==> config.mk <==
export PLATFORM = sky130hd
export DESIGN_NAME = alu_arbiter
export DESIGN_NICKNAME = d
export VERILOG_FILES = /design/src/rtl/alu_pkg.sv /design/src/rtl/alu.sv /design/src/rtl/rr_arb2.sv /design/src/rtl/alu_arbiter.sv
export SDC_FILE = /design/constraint.sdc
export NUM_CORES = 1
export LEC_CHECK = 0
export CAP_MARGIN = 20
export CORE_UTILIZATION = 52
export DETAILED_ROUTE_END_ITERATION = 8
export GPL_TIMING_DRIVEN = 0
export PLACE_DENSITY = 0.89
export SYNTH_ARGS = -nofsm -noshare
export SYNTH_HDL_FRONTEND = slang
export SYNTH_HIERARCHICAL = 1
export SYNTH_SLANG_ARGS = --single-unit
==> constraint.sdc <==
create_clock -name clk -period 7 [get_ports clk]
set_clock_uncertainty 0.05 [all_clocks]
set_input_delay 1.4 -clock clk [delete_from_list [all_inputs] [get_ports clk]]
set_output_delay 1.4 -clock clk [all_outputs]
set_load 0.1 [all_outputs]
==> src/rtl/alu_pkg.sv <==
// Shared types and widths for the ALU and the two-requester ALU arbiter.
package alu_pkg;

    localparam int unsigned ALU_WIDTH = 32;

    typedef enum logic [1:0] {
        ALU_ADD = 2'b00,
        ALU_SUB = 2'b01,
        ALU_AND = 2'b10,
        ALU_OR  = 2'b11
    } alu_op_t;

    typedef enum logic [1:0] {
        IDLE = 2'b00,
        EXEC = 2'b01,
        RESP = 2'b10
    } arb_state_t;

    typedef struct packed {
        logic carry;
        logic zero;
        logic overflow;
        logic negative;
    } alu_flags_t;

endpackage

==> src/rtl/alu.sv <==
// Combinational ALU: add, sub (A + ~B + 1), and, or, with carry/zero/overflow/negative.
module alu
    import alu_pkg::*;
#(
    parameter int unsigned WIDTH = ALU_WIDTH
) (
    input  logic [WIDTH-1:0] BussA,
    input  logic [WIDTH-1:0] BussB,
    input  logic [1:0]       ALUControl,
    output logic [WIDTH-1:0] Output,
    output logic             CarryOut,
    output logic             zero,
    output logic             overflow,
    output logic             negative
);

    logic             is_sub;
    logic [WIDTH-1:0] b_eff;
    logic [WIDTH:0]   sum;

    always_comb begin
        is_sub   = (ALUControl == ALU_SUB);
        b_eff    = is_sub ? ~BussB : BussB;
        sum      = {1'b0, BussA} + {1'b0, b_eff} + (WIDTH+1)'(is_sub);
        Output   = '0;
        CarryOut = 1'b0;
        overflow = 1'b0;
        case (ALUControl)
            ALU_ADD, ALU_SUB: begin
                Output   = sum[WIDTH-1:0];
                CarryOut = sum[WIDTH];
                // Signed overflow: operands agree in sign, result does not.
                overflow = (BussA[WIDTH-1] == b_eff[WIDTH-1]) &&
                           (sum[WIDTH-1] != BussA[WIDTH-1]);
            end
            ALU_AND: Output = BussA & BussB;
            default: Output = BussA | BussB;
        endcase
        zero     = (Output == '0);
        negative = Output[WIDTH-1];
    end

endmodule

==> src/rtl/rr_arb2.sv <==
// Two-way round-robin pick; a tie goes to the requester that did not win last.
module rr_arb2 (
    input  logic       clk,
    input  logic       rst_n,
    input  logic [1:0] valid_i,
    input  logic       advance_i,
    output logic [1:0] grant_c_o
);

    logic last_grant_q;
    logic last_grant_d;

    always_comb begin
        grant_c_o = valid_i;
        if (&valid_i) begin
            grant_c_o = last_grant_q ? 2'b01 : 2'b10;
        end
        last_grant_d = last_grant_q;
        if (advance_i && (|grant_c_o)) begin
            last_grant_d = grant_c_o[1];
        end
    end

    // Reset to 1 so requester 0 wins the first tie.
    always_ff @(posedge clk or negedge rst_n) begin
        if (!rst_n) begin
            last_grant_q <= 1'b1;
        end else begin
            last_grant_q <= last_grant_d;
        end
    end

endmodule

==> src/rtl/alu_arbiter.sv <==
// Shares one ALU between two valid/ready requesters; results return tagged with the owner id.
module alu_arbiter
    import alu_pkg::*;
#(
    parameter int unsigned WIDTH = ALU_WIDTH
) (
    input  logic             clk,
    input  logic             rst_n,
    input  logic             req0_valid,
    output logic             req0_ready,
    input  logic [WIDTH-1:0] req0_a,
    input  logic [WIDTH-1:0] req0_b,
    input  logic [1:0]       req0_op,
    input  logic             req1_valid,
    output logic             req1_ready,
    input  logic [WIDTH-1:0] req1_a,
    input  logic [WIDTH-1:0] req1_b,
    input  logic [1:0]       req1_op,
    output logic             rsp_valid,
    input  logic             rsp_ready,
    output logic             rsp_id,
    output logic [WIDTH-1:0] rsp_result,
    output logic             rsp_carry,
    output logic             rsp_zero,
    output logic             rsp_overflow,
    output logic             rsp_negative,
    output logic             busy
);

    arb_state_t       state_q, state_d;
    logic [WIDTH-1:0] a_q, a_d, b_q, b_d;
    alu_op_t          op_q, op_d;
    logic             id_q, id_d;
    logic             rsp_valid_q, rsp_valid_d;
    logic             rsp_id_q, rsp_id_d;
    logic [WIDTH-1:0] rsp_result_q, rsp_result_d;
    alu_flags_t       rsp_flags_q, rsp_flags_d;
    logic             busy_q, busy_d;

    logic [1:0]       grant;
    logic             advance;
    logic [WIDTH-1:0] alu_result;
    alu_flags_t       alu_flags;

    rr_arb2 u_rr (
        .clk       (clk),
        .rst_n     (rst_n),
        .valid_i   ({req1_valid, req0_valid} & {2{state_q == IDLE}}),
        .advance_i (advance),
        .grant_c_o (grant)
    );

    // ALU only ever sees the latched operands.
    alu #(.WIDTH(WIDTH)) u_alu (
        .BussA      (a_q),
        .BussB      (b_q),
        .ALUControl (op_q),
        .Output     (alu_result),
        .CarryOut   (alu_flags.carry),
        .zero       (alu_flags.zero),
        .overflow   (alu_flags.overflow),
        .negative   (alu_flags.negative)
    );

    always_comb begin
        state_d      = state_q;
        a_d          = a_q;
        b_d          = b_q;
        op_d         = op_q;
        id_d         = id_q;
        rsp_valid_d  = rsp_valid_q;
        rsp_id_d     = rsp_id_q;
        rsp_result_d = rsp_result_q;
        rsp_flags_d  = rsp_flags_q;
        advance      = 1'b0;
        req0_ready   = 1'b0;
        req1_ready   = 1'b0;
        case (state_q)
            IDLE: begin
                if (|grant) begin
                    advance    = 1'b1;
                    req0_ready = grant[0];
                    req1_ready = grant[1];
                    id_d       = grant[1];
                    a_d        = grant[1] ? req1_a : req0_a;
                    b_d        = grant[1] ? req1_b : req0_b;
                    op_d       = alu_op_t'(grant[1] ? req1_op : req0_op);
                    state_d    = EXEC;
                end
            end
            EXEC: begin
                rsp_result_d = alu_result;
                rsp_flags_d  = alu_flags;
                rsp_id_d     = id_q;
                rsp_valid_d  = 1'b1;
                state_d      = RESP;
            end
            RESP: begin
                if (rsp_ready) begin
                    rsp_valid_d = 1'b0;
                    state_d     = IDLE;
                end
            end
            default: state_d = IDLE;
        endcase
        busy_d = (state_d != IDLE);
    end

    always_ff @(posedge clk or negedge rst_n) begin
        if (!rst_n) begin
            state_q      <= IDLE;
            a_q          <= '0;
            b_q          <= '0;
            op_q         <= ALU_ADD;
            id_q         <= 1'b0;
            rsp_valid_q  <= 1'b0;
            rsp_id_q     <= 1'b0;
            rsp_result_q <= '0;
            rsp_flags_q  <= '0;
            busy_q       <= 1'b0;
        end else begin
            state_q      <= state_d;
            a_q          <= a_d;
            b_q          <= b_d;
            op_q         <= op_d;
            id_q         <= id_d;
            rsp_valid_q  <= rsp_valid_d;
            rsp_id_q     <= rsp_id_d;
            rsp_result_q <= rsp_result_d;
            rsp_flags_q  <= rsp_flags_d;
            busy_q       <= busy_d;
        end
    end

    assign rsp_valid    = rsp_valid_q;
    assign rsp_id       = rsp_id_q;
    assign rsp_result   = rsp_result_q;
    assign rsp_carry    = rsp_flags_q.carry;
    assign rsp_zero     = rsp_flags_q.zero;
    assign rsp_overflow = rsp_flags_q.overflow;
    assign rsp_negative = rsp_flags_q.negative;
    assign busy         = busy_q;

endmodule

==> key figures, run 1 <==
Clock network
  – Root buf cell: clkbuf_16
  – Num CTS Buffers: 9
  – Setup Fix Bufs, Post-CTS: 0
  – CTS tree: built
  – Skew-Pair Late Insertion Delay: 0.36 ns
  – Clock buffer depth: 2
  – Clock-pin slew on the worst setup and hold paths: 0.07 ns
  – H-tree Lvls: 3
  – Cts hold-fix bufs: 0
  – CTS sink cnt: 109

Logic synthesis
  – Top FF cell, synth: dfrtp_1
  – Most frequent cell after synthesis: mux2_2
  – Ys Warns: 6
  – Post-synth cell types: 70
  – Top post-synthesis cells by count: mux2_2, dfrtp_1, nand2_1, mux2_4, xnor2_1
  – Synth area leader: dfrtp_1
  – Post-synth net total: 939
  – Share of the synthesized area in the top cell type: 33.1%
  – Post-Syn Area: 0.00816 mm^2
  – Cells after synthesis: 760
  – Number of enable flip-flop cells after synthesis: 0
  – Sequential share of the synthesized area: 33.5%
  – Seq cells post-synth: 109
  – Synth top area cells: dfrtp_1, mux2_2, mux2_4, ha_1, xnor2_1
  – Ys async rst share: 100%
  – Syn avg cell area: 10.7 um^2

Drt
  – Vias/cell: 5.68
  – DRC viols: 0
  – Routed len/inst: 17.5 um
  – Final ANT Viol Nets: 0
  – DRT Pass-1 Iters: 5
  – Via Count: 6,603
  – Wirelength, routed: 20.3 mm
  – Initial drt markers: 467

Setup path
  – Worst EP arrival: 6.90 ns
  – CP startpoint kind: register
  – Reg2reg start: op_q[0]
  – Flop-to-flop setup slack: 0.35 ns
  – WP buf/inv: 5
  – Reg2Reg Capture Point: rsp_zero
  – Crit-path leading delay family: buffers and inverters
  – CP max-delay cell: or4b_1
  – Worst Path Max Fanout: 19
  – Largest stage delay, worst path: 0.52 ns
  – Crit end category: register
  – Crit Path Category: register to register
  – R2R depth: 19
  – Critical Path RT: 7.25 ns
  – Crit path cell chain: clkbuf_2 -> buf_2 -> buf_1 -> nand2_1 -> buf_1 -> xnor2_1 -> ha_1 -> clkbuf_1 -> nand4_1 -> a21oi_1 -> o21ai_1 -> o221ai_1 -> a21oi_1 -> xnor2_1 -> a2111oi_0 -> or4b_1 -> or4_1 -> nor4_2 -> mux2_2
  – Critical path origin: op_q[0]

Cells and area
  – Layout fillers: 1,151
  – Post-route insts no fill: 1,163
  – Area grow syn2layout: 28.9%
  – Nets: 1,127
  – Cell area after layout: 0.0105 mm^2
  – Layout cells sized above 1: 23.5%
  – ANT cells: 0

Global routing
  – Total gr overflow: 0
  – GRT Total Usage: 26.2%
  – First-pass GRT wire length: 33.0 mm
  – Vias in the first global route: 6,492
  – Initial antenna violation count: 0
  – Largest net degree at the start of global routing: 61

Floorplanning
  – Row count: 45
  – Die height: 127 um
  – Ports: 178
  – Area of the die: 0.0162 mm^2
  – Initial Util: 53.5%
  – Core Area: 0.0153 mm^2
  – Chip Width: 127 um

Placement
  – Dpl hpwl: 15.9 mm
  – Post-Place Cells: 1,149
  – Gp weighted congestion: 0.951
  – I/O Buffers: 177
  – Placed cell area: 0.0102 mm^2

Timing
  – Least-Margin Pin Slew: 1.01 ns
  – Achievable Freq: 150 MHz
  – Slew Limit Fails: 0
  – Slew headroom: 32.1%
  – Hold Fails Final Rpt: 0
  – Final setup violation count: 0
  – Period utilisation layout: 94.9%
  – Fin crit period: 6.65 ns
  – RSZ-0062 raised after global routing: no

Flow run
  – Max-cap violations: 0

Worst hold path
  – Worst hold path depth: 1
  – Hold_sp: id_q
  – Hold Path Class: register to register
  – Hold EP: id_q

Status
  – Outcome: complete, no violations
[kinds of logic after synthesis]
kind of cell,share of synthesized area (%)
adders and majority gates,9.85
xor gates and xnor gates,6.11
AOI/OAI and AO/OA,12.5
muxes,25.8
buffers and inverters,4.25
and+or+nand+nor,8.07
DFF,33.5
[state kept, by name, summed over array words and instances (netlist names)]
register	flops
rsp_zero	1
b_q	32
rsp_carry	1
rsp_valid	1
rsp_id	1
state_q	2
a_q	32
u_rr/last_grant_q	1
op_q	2
rsp_result	32
rsp_negative	1
rsp_overflow	1
busy	1
id_q	1
[metal layers]
metal,vias to the layer above,wire [um],track usage (%)
li1,3134,-,-
met1,3155,8840,33.8
met5,-,0,0
met4,0,411,8.54
met2,269,9800,44.5
met3,45,1260,4.98
[through the flow]
step | hold slack [ns] | TNS (ns) | worst slack (ns) | utilization (%)
floorplan | 0.396 | 0 | 1.63 | -
global placement | 0.407 | 0 | 0.101 | 66.8
detailed placement | 0.442 | -0.0657 | -0.0657 | 67.0
CTS | 0.459 | 0 | 0.146 | 68.9
global route | 0.470 | 0 | 0.0338 | 68.9
finish | 0.445 | 0 | 0.354 | 68.9
[worst max-delay path by stage]
stage / to / slack [ns] / depth (start not counted)
floorplan: rsp_zero / 1.63 / 20
global placement: rsp_zero / 0.10 / 20
detailed placement: rsp_zero / -0.07 / 20
CTS: rsp_zero / 0.15 / 20
global route: rsp_zero / 0.03 / 19
finish: rsp_zero / 0.35 / 19
[layout by cell type (no fill, tap or decap), drive strengths merged, types with 27 or more instances in the layout]
cell type	n
nor2	29
dfrtp	108
o21ai	39
clkdlybuf4s50	176
clkbuf	27
ha	41
xnor2	46
maj3	27
buf	29
a21oi	41
nand2	49
mux2	169
[what timing repair did]
| item | 4_1_cts | 5_1_grt |
|---|---|---|
| gates resized for setup | 1 | 0 |
| endpoints found under the hold margin | 0 | 0 |
| setup endpoints to repair | 1 | 1 |
[layout make-up]
type | count | area, um^2 | area share [%]
Clock buffer | 12 | 256 | 2.44
Clock inverter | 3 | 45.0 | 0.428
Multi-Input combinational cell | 584 | 5080 | 48.3
Timing Repair Buffer | 178 | 1800 | 17.1
Tap cell | 211 | 264 | 2.51
Buffer | 42 | 254 | 2.42
Sequential cell | 109 | 2730 | 25.9
Inverter | 24 | 90.1 | 0.857
Power of run 1 is left out: the tool's default activity adds up to more than one toggle a clock period on the data nets, which glitch-free logic cannot reach.
==> run 2, diff against run 1 <==
--- a/config.mk
+++ b/config.mk
@@ -10,6 +10,8 @@
 export DETAILED_ROUTE_END_ITERATION = 8
 export GPL_TIMING_DRIVEN = 0
 export PLACE_DENSITY = 0.89
+export RECOVER_POWER = 25
+export SKIP_CTS_REPAIR_TIMING = 1
 export SYNTH_ARGS = -nofsm -noshare
 export SYNTH_HDL_FRONTEND = slang
 export SYNTH_HIERARCHICAL = 1
==> key figures, run 2 (same netlist as run 1, synthesis figures left out) <==
Worst hold path
  – Hold_sp: id_q
  – Hold Path Class: register to register

Drt
  – Final ANT Viol Nets: 0
  – Via Count: 6,575
  – Vias/cell: 5.65
  – Initial drt markers: 494
  – Wirelength, routed: 20.3 mm
  – Routed len/inst: 17.4 um
  – DRT Pass-1 Iters: 5
  – DRC viols: 0

Clock network
  – Num CTS Buffers: 9
  – Clock buffer depth: 2
  – H-tree Lvls: 3
  – Clock-pin slew on the worst setup and hold paths: 0.07 ns
  – Root buf cell: clkbuf_16
  – CTS tree: built
  – Skew-Pair Late Insertion Delay: 0.36 ns
  – CTS sink cnt: 109

Floorplanning
  – Core Area: 0.0153 mm^2
  – Chip Width: 127 um
  – Area of the die: 0.0162 mm^2
  – Initial Util: 53.5%
  – Die height: 127 um
  – Row count: 45
  – Ports: 178

Flow run
  – Max-cap violations: 2

Cells and area
  – Commonest non-fill, non-tap cell in the layout: clkdlybuf4s50_1
  – Most frequent cells in the layout: clkdlybuf4s50_1, mux2_2, dfrtp_1, nand2_1, mux2_4
  – Layout fillers: 1,152
  – ANT cells: 0
  – Area of the multi-input gates: 0.00508 mm^2
  – Post-route insts no fill: 1,163
  – Layout cells sized above 1: 23.2%
  – Nets: 1,127
  – Area grow syn2layout: 28.6%
  – FF/Latch Area: 0.00273 mm^2

Timing
  – Slew headroom: -80.7%
  – Fin crit period: 6.65 ns
  – Slew Limit Fails: 112
  – Least-Margin Pin Slew: 2.71 ns
  – Hold Fails Final Rpt: 0
  – Period utilisation layout: 95.0%
  – Achievable Freq: 150 MHz
  – Final setup violation count: 0
  – RSZ-0062 raised after global routing: no

Global routing
  – Met1 global-route usage: 33.7%
  – Largest net degree at the start of global routing: 61
  – Initial antenna violation count: 0
  – Vias in the first global route: 6,491
  – GR Util met3: 4.98%
  – First-pass GRT wire length: 33.0 mm
  – GRT met2 Usage: 44.5%
  – Total gr overflow: 0
  – GRT Total Usage: 26.2%
  – Global routing's busiest layer: met2

Setup path
  – Crit Path Category: register to register
  – Critical path origin: op_q[0]
  – Crit-path leading delay family: buffers and inverters
  – Worst EP arrival: 6.90 ns
  – Crit path cell chain: clkbuf_2 -> buf_2 -> buf_1 -> nand2_1 -> buf_1 -> xnor2_1 -> ha_1 -> clkbuf_1 -> nand4_1 -> a21oi_1 -> o21ai_1 -> o221ai_1 -> a21oi_1 -> xnor2_1 -> a2111oi_0 -> or4b_1 -> or4_1 -> nor4_2 -> mux2_2
  – Flop-to-flop setup slack: 0.35 ns
  – Critical Path End: rsp_zero
  – Largest stage delay, worst path: 0.52 ns
  – WP buf/inv: 5
  – R2R depth: 19
  – Worst Path Max Fanout: 19
  – Reg2reg start: op_q[0]
  – Crit end category: register
  – CP startpoint kind: register
  – CP max-delay cell: a2111oi_0
  – Critical path depth: 19
  – Reg2Reg Capture Point: rsp_zero
  – Critical Path RT: 7.25 ns

Placement
  – Dpl hpwl: 15.9 mm
  – Gp weighted congestion: 0.951
  – Post-Place Cells: 1,149
  – I/O Buffers: 177

Status
  – Violated checks: capacitance limit, slew limit
  – Outcome: complete, but fails checks
==> run 2: worst register-to-register path: stages, from the launching register on <==
cell and delay, ns:
dfrtp_1 0.41, clkbuf_2 0.32, buf_2 0.46, buf_1 0.45
nand2_1 0.22, buf_1 0.48, xnor2_1 0.27, ha_1 0.31
clkbuf_1 0.28, nand4_1 0.13, a21oi_1 0.38, o21ai_1 0.17
o221ai_1 0.35, a21oi_1 0.15, xnor2_1 0.15, a2111oi_0 0.52
or4b_1 0.52, or4_1 0.52, nor4_2 0.26, mux2_2 0.19
==> run 2: layout make-up <==
class / count / area share [%]
Buffer: 42 / 2.39
Clock buffer: 12 / 2.44
Clock inverter: 3 / 0.429
Inverter: 24 / 0.859
Multi-Input combinational cell: 584 / 48.4
Sequential cell: 109 / 26.0
Tap cell: 211 / 2.52
Timing Repair Buffer: 178 / 16.9
==> run 2: worst min path at each step <==
stage	endpoint	cells after the start	slack [ns]
2_1_floorplan	id_q	1	0.40
3_3_place_gp	id_q	1	0.41
3_5_place_dp	rsp_result[20]	1	0.44
4_1_cts	rsp_result[0]	1	0.46
5_1_grt	rsp_result[31]	1	0.47
6_report	id_q	1	0.45
==> run 2: per-layer routing <==
metal / routed length [um] / vias up
li1: - / 3129
met1: 8860 / 3153
met2: 9820 / 259
met3: 1210 / 34
met4: 381 / 0
met5: 0 / -
==> run 2: per-stage QoR <==
stage	hold slack (ns)	utilization [%]	instance area [um^2]	setup WS, ns	TNS, ns
floorplan	0.396	-	8160	1.63	0
global placement	0.407	66.8	10200	0.101	0
detailed placement	0.442	67.0	10200	-0.0657	-0.0657
CTS	0.459	68.9	10500	-0.121	-0.121
global route	0.470	68.8	10500	0.0327	0
finish	0.445	68.8	10500	0.348	0
Power of run 2 is left out for the same reason.
